`config.mk`:
```
export PLATFORM = sky130hd
export DESIGN_NAME = beta_exe_lsu
export DESIGN_NICKNAME = d
export VERILOG_FILES = /design/src/rtl/beta_exe_lsu.sv
export SDC_FILE = /design/constraint.sdc
export NUM_CORES = 1
export LEC_CHECK = 0
export CAP_MARGIN = 20
export CORE_MARGIN = 2
export CORE_UTILIZATION = 30
export CTS_BUF_LIST = sky130_fd_sc_hd__clkbuf_4
export DETAILED_ROUTE_END_ITERATION = 12
export PLACE_DENSITY = 0.57
export SLEW_MARGIN = 10
export SYNTH_ARGS = -nofsm -noshare
export SYNTH_HDL_FRONTEND = slang
export SYNTH_SLANG_ARGS = --single-unit
```
`constraint.sdc`:
```
create_clock -name clk_i -period 2.41 [get_ports clk_i]
set_input_delay 0.6025 -clock clk_i [delete_from_list [all_inputs] [get_ports clk_i]]
set_output_delay 0.6025 -clock clk_i [all_outputs]
set_load 0.01 [all_outputs]
```
`src/rtl/beta_exe_lsu.sv`:
```
// Execute-stage load/store unit: accepts one memory operation per enable and runs a
// single req/gnt/rvalid transaction on the data bus, returning aligned/extended load data.
module beta_exe_lsu #(
  parameter int DataWidth = 32,
  parameter int AddrWidth = 32
) (
  input  logic                 clk_i,
  input  logic                 rst_i,
  input  logic                 lsu_en_i,
  input  logic                 lsu_op_i,
  input  logic [1:0]           lsu_op_size_i,
  input  logic                 lsu_unsigned_i,
  input  logic [AddrWidth-1:0] lsu_addr_i,
  input  logic [DataWidth-1:0] lsu_wdata_i,
  output logic                 lsu_busy_o,
  output logic [DataWidth-1:0] lsu_rdata_o,
  output logic                 lsu_misaligned_o,
  output logic                 data_req_o,
  input  logic                 data_gnt_i,
  output logic [AddrWidth-1:0] data_addr_o,
  output logic                 data_we_o,
  output logic [3:0]           data_be_o,
  output logic [DataWidth-1:0] data_wdata_o,
  input  logic                 data_rvalid_i,
  input  logic [DataWidth-1:0] data_rdata_i
);

  typedef enum logic [1:0] {
    IDLE = 2'd0,
    REQ  = 2'd1,
    WAIT = 2'd2,
    ERR  = 2'd3
  } state_e;

  state_e                 state_q, state_d;
  logic                   busy_q, busy_d;
  logic                   req_q, req_d;
  logic                   we_q, we_d;
  logic [3:0]             be_q, be_d;
  logic [AddrWidth-1:0]   addr_q, addr_d;
  logic [DataWidth-1:0]   wdata_q, wdata_d;
  logic [DataWidth-1:0]   rdata_q, rdata_d;
  logic                   mis_q, mis_d;
  logic [1:0]             size_q, size_d;
  logic                   uns_q, uns_d;
  logic [1:0]             off_q, off_d;

  function automatic logic is_legal(input logic [1:0] size, input logic [1:0] off);
    case (size)
      2'b00:   return 1'b1;
      2'b01:   return ~off[0];
      2'b10:   return (off == 2'b00);
      default: return 1'b0;
    endcase
  endfunction

  function automatic logic [3:0] byte_en(input logic [1:0] size, input logic [1:0] off);
    case (size)
      2'b00:   return 4'b0001 << off;
      2'b01:   return 4'b0011 << {off[1], 1'b0};
      default: return 4'b1111;
    endcase
  endfunction

  function automatic logic [DataWidth-1:0] store_lanes(input logic [1:0] size,
                                                       input logic [DataWidth-1:0] wdata);
    case (size)
      2'b00:   return {4{wdata[7:0]}};
      2'b01:   return {2{wdata[15:0]}};
      default: return wdata;
    endcase
  endfunction

  function automatic logic [DataWidth-1:0] load_extend(input logic [1:0] size,
                                                       input logic uns,
                                                       input logic [1:0] off,
                                                       input logic [DataWidth-1:0] rdata);
    logic [DataWidth-1:0] lane;
    logic signed [7:0]    lane_b;
    logic signed [15:0]   lane_h;
    lane   = rdata >> {off, 3'b000};
    lane_b = lane[7:0];
    lane_h = lane[15:0];
    case (size)
      2'b00:   return uns ? {{(DataWidth-8){1'b0}}, lane[7:0]} : DataWidth'(lane_b);
      2'b01:   return uns ? {{(DataWidth-16){1'b0}}, lane[15:0]} : DataWidth'(lane_h);
      default: return rdata;
    endcase
  endfunction

  always_comb begin
    state_d = state_q;
    req_d   = req_q;
    we_d    = we_q;
    be_d    = be_q;
    addr_d  = addr_q;
    wdata_d = wdata_q;
    rdata_d = rdata_q;
    mis_d   = mis_q;
    size_d  = size_q;
    uns_d   = uns_q;
    off_d   = off_q;
    case (state_q)
      IDLE: begin
        if (lsu_en_i) begin
          if (is_legal(lsu_op_size_i, lsu_addr_i[1:0])) begin
            size_d  = lsu_op_size_i;
            uns_d   = lsu_unsigned_i;
            off_d   = lsu_addr_i[1:0];
            addr_d  = {lsu_addr_i[AddrWidth-1:2], 2'b00};
            we_d    = lsu_op_i;
            be_d    = byte_en(lsu_op_size_i, lsu_addr_i[1:0]);
            wdata_d = store_lanes(lsu_op_size_i, lsu_wdata_i);
            mis_d   = 1'b0;
            req_d   = 1'b1;
            state_d = REQ;
          end else begin
            mis_d   = 1'b1;
            state_d = ERR;
          end
        end
      end
      REQ: begin
        if (data_gnt_i) begin
          req_d   = 1'b0;
          state_d = WAIT;
        end
      end
      WAIT: begin
        // Load data is registered on the rvalid edge so it is ready when busy falls.
        if (data_rvalid_i) begin
          state_d = IDLE;
          if (!we_q) begin
            rdata_d = load_extend(size_q, uns_q, off_q, data_rdata_i);
          end
        end
      end
      default: begin
        state_d = IDLE;
      end
    endcase
    busy_d = (state_d != IDLE);
  end

  always_ff @(posedge clk_i) begin
    if (rst_i) begin
      state_q <= IDLE;
      busy_q  <= 1'b0;
      req_q   <= 1'b0;
      we_q    <= 1'b0;
      be_q    <= 4'b0000;
      addr_q  <= '0;
      wdata_q <= '0;
      rdata_q <= '0;
      mis_q   <= 1'b0;
      size_q  <= 2'b00;
      uns_q   <= 1'b0;
      off_q   <= 2'b00;
    end else begin
      state_q <= state_d;
      busy_q  <= busy_d;
      req_q   <= req_d;
      we_q    <= we_d;
      be_q    <= be_d;
      addr_q  <= addr_d;
      wdata_q <= wdata_d;
      rdata_q <= rdata_d;
      mis_q   <= mis_d;
      size_q  <= size_d;
      uns_q   <= uns_d;
      off_q   <= off_d;
    end
  end

  assign lsu_busy_o       = busy_q;
  assign lsu_rdata_o      = rdata_q;
  assign lsu_misaligned_o = mis_q;
  assign data_req_o       = req_q;
  assign data_addr_o      = addr_q;
  assign data_we_o        = we_q;
  assign data_be_o        = be_q;
  assign data_wdata_o     = wdata_q;

endmodule

```
After elaboration in Yosys (flattened, before gate mapping)
Cells that the tools add are included.

Register bits: 109. Input port bits: 105. Output and inout port bits: 104. Word-level logic and storage cells: 53.

Equal/unequal tests: 8. Shift operators: 3. Muxes and demuxes: 18. Bitwise gates (word level): 2. Reduce and logical (&&, ||, !) cells: 10.

Operators with widths (count): $pmux 32 s2 (2); $mux 32 (2); $shr 32x5->16 (1); $logic_not 2->1 (4); $mux 2 (4); $pmux 4 s2 (1); $eq 2x1->1 const B (3); $mux 1 (6); $ne 2x2->1 const B (3); $pmux 2 s3 (1); $reduce_and 3->1 (2); $eq 2x2->1 const B (2); $reduce_and 4->1 (1); $reduce_bool 2->1 (2); $shl 1x2->4 const A (1); $shl 2x2->4 const A (1); $pmux 1 s3 (1); $not 1->1 (2); $pmux 1 s2 (1); $reduce_and 2->1 (1).

Logic depth before layout (Yosys ltp)
Gate-level depths: netlist of the first run.

Word-level depth: 8. Depth in mapped cells: 7. Gate-level depth less buffers: 4.

Worst setup path before layout of the first run
OpenSTA, ideal clock, no wires.

Path type: input port to flip-flop. Start: input port lsu_addr_i[1]. End: register be_q[0] (netlist: data_be_o[0]). Library setup time: 0.128 ns. Arrival: 1.722 ns. Required time: 2.282 ns. Setup slack: 0.561 ns. Cell stages on the path: 6. Path buffers: 2. Path through: or3_1 > a21o_1 > buf_2 > clkbuf_1 > a21oi_1 > nor2_1.

Longest elaborated chain between the ends: 5. Elaborated cells between the ends (all ways): 8. Those cells by class: 2 x shift; 4 x mux; 2 x reduce/logical.

RTL lines: from (decl) (line 13) `input logic [AddrWidth-1:0] lsu_addr_i,`; $logic_not 2->1 (line 52) `2'b10: return (off == 2'b00);`; $pmux 1 s3 (line 49) `case (size)`; $mux 1 (line 105) `if (lsu_en_i) begin`; $mux 1 (line 103) `case (state_q)`; $reduce_and 3->1 (no line); to (signal assigned) (line 151) `be_q <= 4'b0000;`; to (signal assigned) (line 164) `be_q <= be_d;`; to (decl) (line 39) `logic [3:0] be_q, be_d;`.

Parallel ways exist; a longest one is shown, timed or not. The select of a mux whose other input is x is not followed. A chain may end at the register's enable or synchronous reset.

Worst setup path in the final report of the first run
Start: register off_q[0]. End: register rdata_q[12] (netlist: lsu_rdata_o[12]).

Longest elaborated chain between the ends: 3. Elaborated cells between the ends (all ways): 4. Those cells by class: 1 x shift; 3 x mux.

RTL lines: from (decl) (line 46) `logic [1:0] off_q, off_d;`; from (signal assigned) (line 158) `off_q <= 2'b00;`; from (signal assigned) (line 171) `off_q <= off_d;`; $shr 32x5->16 (*) (line 81) `lane = rdata >> {off, 3'b000};`; $mux 32 (on tied branches) (line 86, 85); $pmux 32 s2 (*) (line 84) `case (size)`; to (signal assigned) (line 167) `rdata_q <= rdata_d;`; to (decl) (line 42) `logic [DataWidth-1:0] rdata_q, rdata_d;`.

Every way passes the cells marked *; elsewhere a longest branch is shown, timed or not.

==> summary.md, run 1 <==
| Metric | Value |
|---|---|
| Post-DP Area | `7100 um2` |
| Vias | `4835` |
| Cell Count, Final, Fillers Out | `989` |
| Crit-path slowest cell | `dfxtp_1` |
| Largest net degree at the start of global routing | `66` |
| Worst-path clk slew | `0.16 ns` |
| Async set or reset register ratio after synthesis | `0%` |
| Critical-path cell list | `mux2i_1 > mux2i_1 > a21oi_1 > a211oi_1` |
| Hold_ws | `0.465 ns` |
| P_leak | `2.47 nW` |
| Top post-synthesis cells by area | `dfxtp_1 (45%), nand2_1 (10%), a21oi_1 (8.5%)` |
| Hold path cells | `2` |
| Longest Clk Path Bufs | `2` |
| Max Fanout on Critical Path | `15` |
| Syn_area_per_cell | `8.19 um2` |
| Critical path buffers and inverters | `0` |
| Stages on worst setup path | `4` |
| Crit Path Class | `reg -> reg` |
| Post-synth top area share | `45.4%` |
| Netlist cell types | `38` |
| Cells resized by post-CTS repair | `0` |
| Antenna viol nets, final | `0` |
| Tcrit/Tclk final | `88.9%` |
| Total power draw | `3.91 mW` |
| Clk_skew | `0.0219 ns` |
| Post-route cell area | `7240 um2` |
| Synth Register Bits | `109` |
| Critical Path Max Stage Delay | `0.77 ns` |
| Fmax | `467 MHz` |
| Slew headroom | `49.4%` |
| Cell repeated most along the worst path | `mux2i_1` |
| Mean routed wirelength per cell | `16.0 um` |
| Global-route wire length before repair | `24.3 mm` |
| Post-synth top flop | `dfxtp_1` |
| Gr usage total | `18.2%` |
| Fin crit period | `2.14 ns` |
| Worst Hold Class | `reg -> reg` |
| Die span in y | `131 um` |
| Largest area contributor in the netlist | `dfxtp_1` |
| Unrepaired setup endpoints after global routing | `no` |
| Layout cells sized above 1 | `4.79%` |
| Dpl hpwl | `11.5 mm` |
| Post-synth EDFFs | `0` |
| Iteration-0 DRC Markers | `275` |
| P&R area growth vs syn | `50.8%` |
| Post-synthesis cell area | `4800 um2` |
| Pwr per Cell Area | `540 nW/um2` |
| Crit. End Element | `register` |
| CTS Root Cell | `clkbuf_4` |
| TritonCTS clock tree | `done` |
| Nets | `874` |
| Setup WS pre-CTS | `-0.00508 ns` |
| CTS buffer count | `9` |
| DRC violations left | `0` |
| R2r worst-path depth | `4` |
| Max IR drop VDD | `0.236 mV` |
| Vias in the first global route | `4644` |
| Placer Congestion | `0.804` |
| CP Data Required Time | `2.75 ns` |
| Critical path's top delay family | `compound AO/OA/AOI/OAI gates` |
| Drt first pass iters | `4` |
| Final Max Slew Viols | `0` |
| Mapped Cells | `587` |
| Setup TNS | `0 ns` |
| H-tree levels | `3` |
| Drt total wl | `15.8 mm` |
| Setup Viol. Count Final | `0` |
| Initial antenna violation count | `1` |
| Yosys warning total | `0` |
| Worst Tran Pin Value | `0.759 ns` |
| I/O Buffers | `206` |
| Arrival time worst endpoint | `2.48 ns` |
| Status | `finished, final reports clean` |
| Layout Utilization | `45.9%` |
| Core region area | `15800 um2` |
| I/O pins | `209` |
| Post-CTS setup buffer count | `0` |
| Total of max-cap violations | `0` |
| Clk_lat worst skew | `0.48 ns` |
| Die X-Extent | `131 um` |
| Layout fillers | `1541` |
| Final WS setup | `0.268 ns` |
| Sequential-to-total area share from yosys stat | `45.4%` |
| # rows | `46` |
| Hold buffer count at CTS | `0` |
| Final Hold Viols | `0` |
| Ratio of routed vias to standard cells | `4.89` |
| Initial core utilization | `30.5%` |
| Crit path launch type | `register` |
| Placed Cells | `974` |
| Clk sink count | `109` |
| Die Footprint | `17000 um2` |
| GR Overflow Total | `0` |
==> routing by layer <==
metal,wire length (um),share of wire (%),GRT usage (%),vias to the layer above
met1,6890,44,22.8,2227
met5,0,0,0,-
met4,318,2.0,6.76,0
li1,-,-,-,2416
met2,7350,46,30.2,173
met3,1270,8.0,4.64,19
==> sequential cells by signal, summed over array words and instances (netlist names) <==
signal and cells:
data_wdata_o 32, uns_q 1, lsu_busy_o 1, data_req_o 1, state_q 2, size_q 2
off_q 2, data_addr_o 30, data_we_o 1, lsu_rdata_o 32, data_be_o 4, lsu_misaligned_o 1
==> cells by family (layout without fill, tap and decap cells) <==
| group | count (synthesis) | count (layout) | share of synthesized area [%] |
|---|---|---|---|
| buffers and inverters | 58 | 242 | 5.31 |
| muxes | 35 | 35 | 7.29 |
| DFF | 109 | 109 | 45.4 |
| and+or+nand+nor | 202 | 202 | 16.8 |
| other | 1 | 3 | 0.0781 |
| AOI/OAI and AO/OA | 182 | 182 | 25.1 |
==> layout make-up <==
type                    count  area, um2  area share [%]
well taps                 216        270            3.73
flip-flops and latches    109       2180            30.1
repair buffers            224       2260            31.2
clock buffers               9       67.6           0.933
diodes                      1       2.50          0.0345
inverters                   4       15.0           0.207
clock inverters             5       77.6            1.07
multi-input cells         421       2370            32.7
==> tightest hold or removal path, cell delays in order (launching register included) <==
cell and delay (ns):
dfxtp_1 0.34, nand2_1 0.05, a21oi_1 0.05
==> Yosys cell counts, drive strengths merged, types with 2 or more instances <==
| cell type | number |
|---|---|
| a2bb2oi | 7 |
| o211ai | 8 |
| o21ai | 10 |
| a311oi | 11 |
| dfxtp | 109 |
| nor3 | 3 |
| clkbuf | 31 |
| nand2 | 128 |
| o221ai | 7 |
| a2bb2o | 7 |
| nand3b | 2 |
| mux2i | 35 |
| nor2 | 54 |
| inv | 3 |
| nand2b | 7 |
| a211oi | 34 |
| nand3 | 2 |
| buf | 23 |
| a21oi | 83 |
| o2bb2ai | 7 |
| a21o | 2 |
==> path summary, 6_finish.rpt <==
path,start,to,slack [ns]
worst min-delay path,data_addr_o[19],data_addr_o[19],0.46
worst max-delay path,off_q[0],lsu_rdata_o[12],0.27
worst min register to register,data_addr_o[19],data_addr_o[19],0.46
worst max register to register,off_q[0],lsu_rdata_o[12],0.27
==> cells in the final DEF (no fill, tap or decap), drive strengths merged, types with 3 or more instances in the layout <==
cell,Yosys,final
o211ai,8,8
o21ai,10,10
o2bb2ai,7,7
buf,23,19
clkdlybuf4s50,0,205
nand2b,7,7
nand2,128,128
a211oi,34,34
a2bb2o,7,7
mux2i,35,35
o221ai,7,7
nor2,54,54
a2bb2oi,7,7
inv,3,3
nor3,3,3
clkbuf,31,9
a21oi,83,83
a311oi,11,11
dfxtp,109,109
clkinv,1,3
==> report_power, final <==
| part | total (mW) | switching [mW] | internal [mW] |
|---|---|---|---|
| Sequential | 1.98 | 0.0699 | 1.91 |
| Clock | 1.01 | 0.604 | 0.407 |
| Combinational | 0.924 | 0.430 | 0.493 |
| Total | 3.91 | 1.10 | 2.81 |
Power figures use the tool's default switching activity.
==> inputs of run 2 (changes only) <==
--- a/config.mk
+++ b/config.mk
@@ -7,10 +7,10 @@
 export LEC_CHECK = 0
 export CAP_MARGIN = 20
 export CORE_MARGIN = 2
-export CORE_UTILIZATION = 30
+export CORE_UTILIZATION = 44
 export CTS_BUF_LIST = sky130_fd_sc_hd__clkbuf_4
 export DETAILED_ROUTE_END_ITERATION = 12
-export PLACE_DENSITY = 0.57
+export PLACE_DENSITY = 0.8
 export SLEW_MARGIN = 10
 export SYNTH_ARGS = -nofsm -noshare
 export SYNTH_HDL_FRONTEND = slang
==> run 2 against run 1 <==
Effect of this change:
- utilization increased by 21 points
- combinational power is 0.9% higher
- worst setup slack gained 0.12 ns
- largest cell class unchanged
- hold slack worse by 0.00087 ns
- register-to-register slack better by 0.24 ns
- non-clock buffer count rose by 1
- sequential share of layout area is 0.29 points higher
- clock skew down 0.0094 ns
- cell count shrank 7.4%
- total power hardly changed
==> summary.md, run 2 (synthesized netlist as in run 1, its figures left out) <==
| Metric | Value |
|---|---|
| P_leak | `2.49 nW (+0.66%)` |
| Setup Viol. Count Final | `0 (unchanged)` |
| Max Fanout on Critical Path | `2 (-13)` |
| CP Data Required Time | `1.81 ns (-0.94 ns)` |
| Initial antenna violation count | `1 (unchanged)` |
| Iteration-0 DRC Markers | `278 (+1.1%)` |
| CTS buffer count | `9 (unchanged)` |
| Nets | `875 (+0.11%)` |
| Met2 Resource Use GR | `41.3% (+11 points)` |
| Post-route cell area | `7180 um2 (-0.95%)` |
| Pwr per Cell Area | `545 nW/um2 (+0.93%)` |
| Busiest grt layer | `met2` |
| I/O Buffers | `206 (unchanged)` |
| Most common cell after layout, fill and taps aside | `clkdlybuf4s50_1` |
| Critical Path Max Stage Delay | `0.60 ns (-0.17 ns)` |
| DRC violations left | `0 (unchanged)` |
| Crit path launch type | `register` |
| Critical path's top delay family | `buffers and inverters` |
| Crit-path slowest cell | `clkdlybuf4s50_1` |
| # rows | `38 (-17%)` |
| Tcrit/Tclk final | `84.0% (-4.8 points)` |
| Cells resized by post-CTS repair | `0 (unchanged)` |
| Final Hold Viols | `0 (unchanged)` |
| Layout Utilization | `66.8% (+21 points)` |
| Reg2reg start | `off_q[1]` |
| R2r worst-path depth | `4 (unchanged)` |
| Initial core utilization | `44.7% (+14 points)` |
| GR Overflow Total | `0 (unchanged)` |
| Largest net degree at the start of global routing | `66 (unchanged)` |
| Stages on worst setup path | `1 (-3)` |
| Mean routed wirelength per cell | `16.2 um (+1.2%)` |
| Crit Path Class | `reg -> out` |
| Reg-to-reg slack, setup | `0.51 ns (+0.24 ns)` |
| H-tree levels | `3 (unchanged)` |
| Vias | `4997 (+3.4%)` |
| Clk_lat worst skew | `0.46 ns (-0.02 ns)` |
| CP Capture Point | `data_req_o` |
| Worst Tran Pin Value | `0.675 ns (-0.0840 ns)` |
| Antenna viol nets, final | `0 (unchanged)` |
| Die span in y | `108 um (-17%)` |
| TritonCTS clock tree | `done` |
| Clk_skew | `0.0125 ns (-0.00937 ns)` |
| R2r endpoint | `lsu_rdata_o[14]` |
| Post-CTS setup buffer count | `0 (unchanged)` |
| Vias in the first global route | `4674 (+0.65%)` |
| Gr usage total | `24.6% (+6.4 points)` |
| Placer Congestion | `0.930 (+16%)` |
| Setup TNS | `0 ns (unchanged)` |
| Die X-Extent | `108 um (-17%)` |
| Core region area | `10700 um2 (-32%)` |
| M3 GR Usage | `5.67% (+1.0 points)` |
| Max IR drop VDD | `0.285 mV (+21%)` |
| Total of max-cap violations | `0 (unchanged)` |
| Status | `finished, final reports clean` |
| Critical path buffers and inverters | `1 (+1)` |
| Met1 Use GR | `29.9% (+7.1 points)` |
| Hold_ws | `0.464 ns (-0.000874 ns)` |
| Placed Cells | `899 (-7.7%)` |
| CTS Root Cell | `clkbuf_4` |
| Longest Clk Path Bufs | `2 (unchanged)` |
| Worst Hold Class | `reg -> reg` |
| Global-route wire length before repair | `22.9 mm (-6.1%)` |
| Dpl hpwl | `10.9 mm (-5.2%)` |
| Slew headroom | `55.0% (+5.6 points)` |
| Hold buffer count at CTS | `0 (unchanged)` |
| Cell Count, Final, Fillers Out | `916 (-7.4%)` |
| Worst-path clk slew | `0.15 ns (about the same)` |
| Arrival time worst endpoint | `1.42 ns (-1.06 ns)` |
| Final Max Slew Viols | `0 (unchanged)` |
| Fin crit period | `2.03 ns (-0.117 ns)` |
| HP Start | `data_wdata_o[25]` |
| I/O pins | `209 (unchanged)` |
| Clk sink count | `109 (unchanged)` |
| Most frequent cells in the layout | `clkdlybuf4s50_1 (205), nand2_1 (128), dfxtp_1 (109), a21oi_1 (82), nor2_1 (54)` |
| Layout cells sized above 1 | `4.77% (-0.019 points)` |
| Crit. End Element | `primary output` |
| Unrepaired setup endpoints after global routing | `no` |
| Critical-path cell list | `clkdlybuf4s50_1` |
| Drt total wl | `14.8 mm (-6.3%)` |
| Layout fillers | `913 (-41%)` |
| Die Footprint | `11800 um2 (-31%)` |
| Fmax | `494 MHz (+5.8%)` |
| Ratio of routed vias to standard cells | `5.46 (+12%)` |
| Drt first pass iters | `6 (+2)` |
| Post-DP Area | `7020 um2 (-1.1%)` |
| Crit path from | `data_req_o` |
| P&R area growth vs syn | `49.3%` |
[run 2: cell types whose count changed in the layout (fill, tap and decap cells not counted), sizes merged]
cell / change
clkbuf: +1
clkinvlp: -1
clkinv: +2
buf: +1
[run 2: final cells by class]
type,instances,area (um2),area share [%]
Sequential cell,109,2180,30.4
Timing Repair Buffer,225,2280,31.7
Tap cell,140,175,2.44
Clock inverter,6,77.6,1.08
Inverter,4,15.0,0.209
Multi-Input combinational cell,421,2370,33.0
Antenna cell,1,2.50,0.0349
Clock buffer,10,75.1,1.05
[run 2: through the flow]
step,total power [mW],setup slack [ns]
after floorplan,2.42,0.561
after CTS,3.94,0.359
final,3.91,0.385
after global placement,2.92,0.0574
after global routing,4.09,0.330
after detailed placement,2.94,-0.0837
[run 2: how the worst min path moves through the flow]
stage                                  end  depth (start not counted)
after floorplan                      uns_q                          2
after global placement     data_addr_o[20]                          2
after detailed placement  data_wdata_o[25]                          2
after CTS                 data_wdata_o[25]                          2
after global routing       data_addr_o[15]                          2
final                     data_wdata_o[25]                          2
[run 2: routing by layer]
| layer | wire length, um | vias to the layer above | share of wire, % |
|---|---|---|---|
| met5 | 0 | - | 0 |
| met1 | 5920 | 2323 | 40 |
| met4 | 425 | 0 | 2.9 |
| li1 | - | 2414 | - |
| met3 | 1260 | 32 | 8.5 |
| met2 | 7230 | 228 | 49 |
[run 2: report_power, final]
part           total (mW)  switching (mW)  leakage (nW)  internal (mW)
Combinational       0.932           0.432          1.51          0.499
Clock                1.01           0.583        0.0852          0.424
Sequential           1.97          0.0652         0.888           1.91
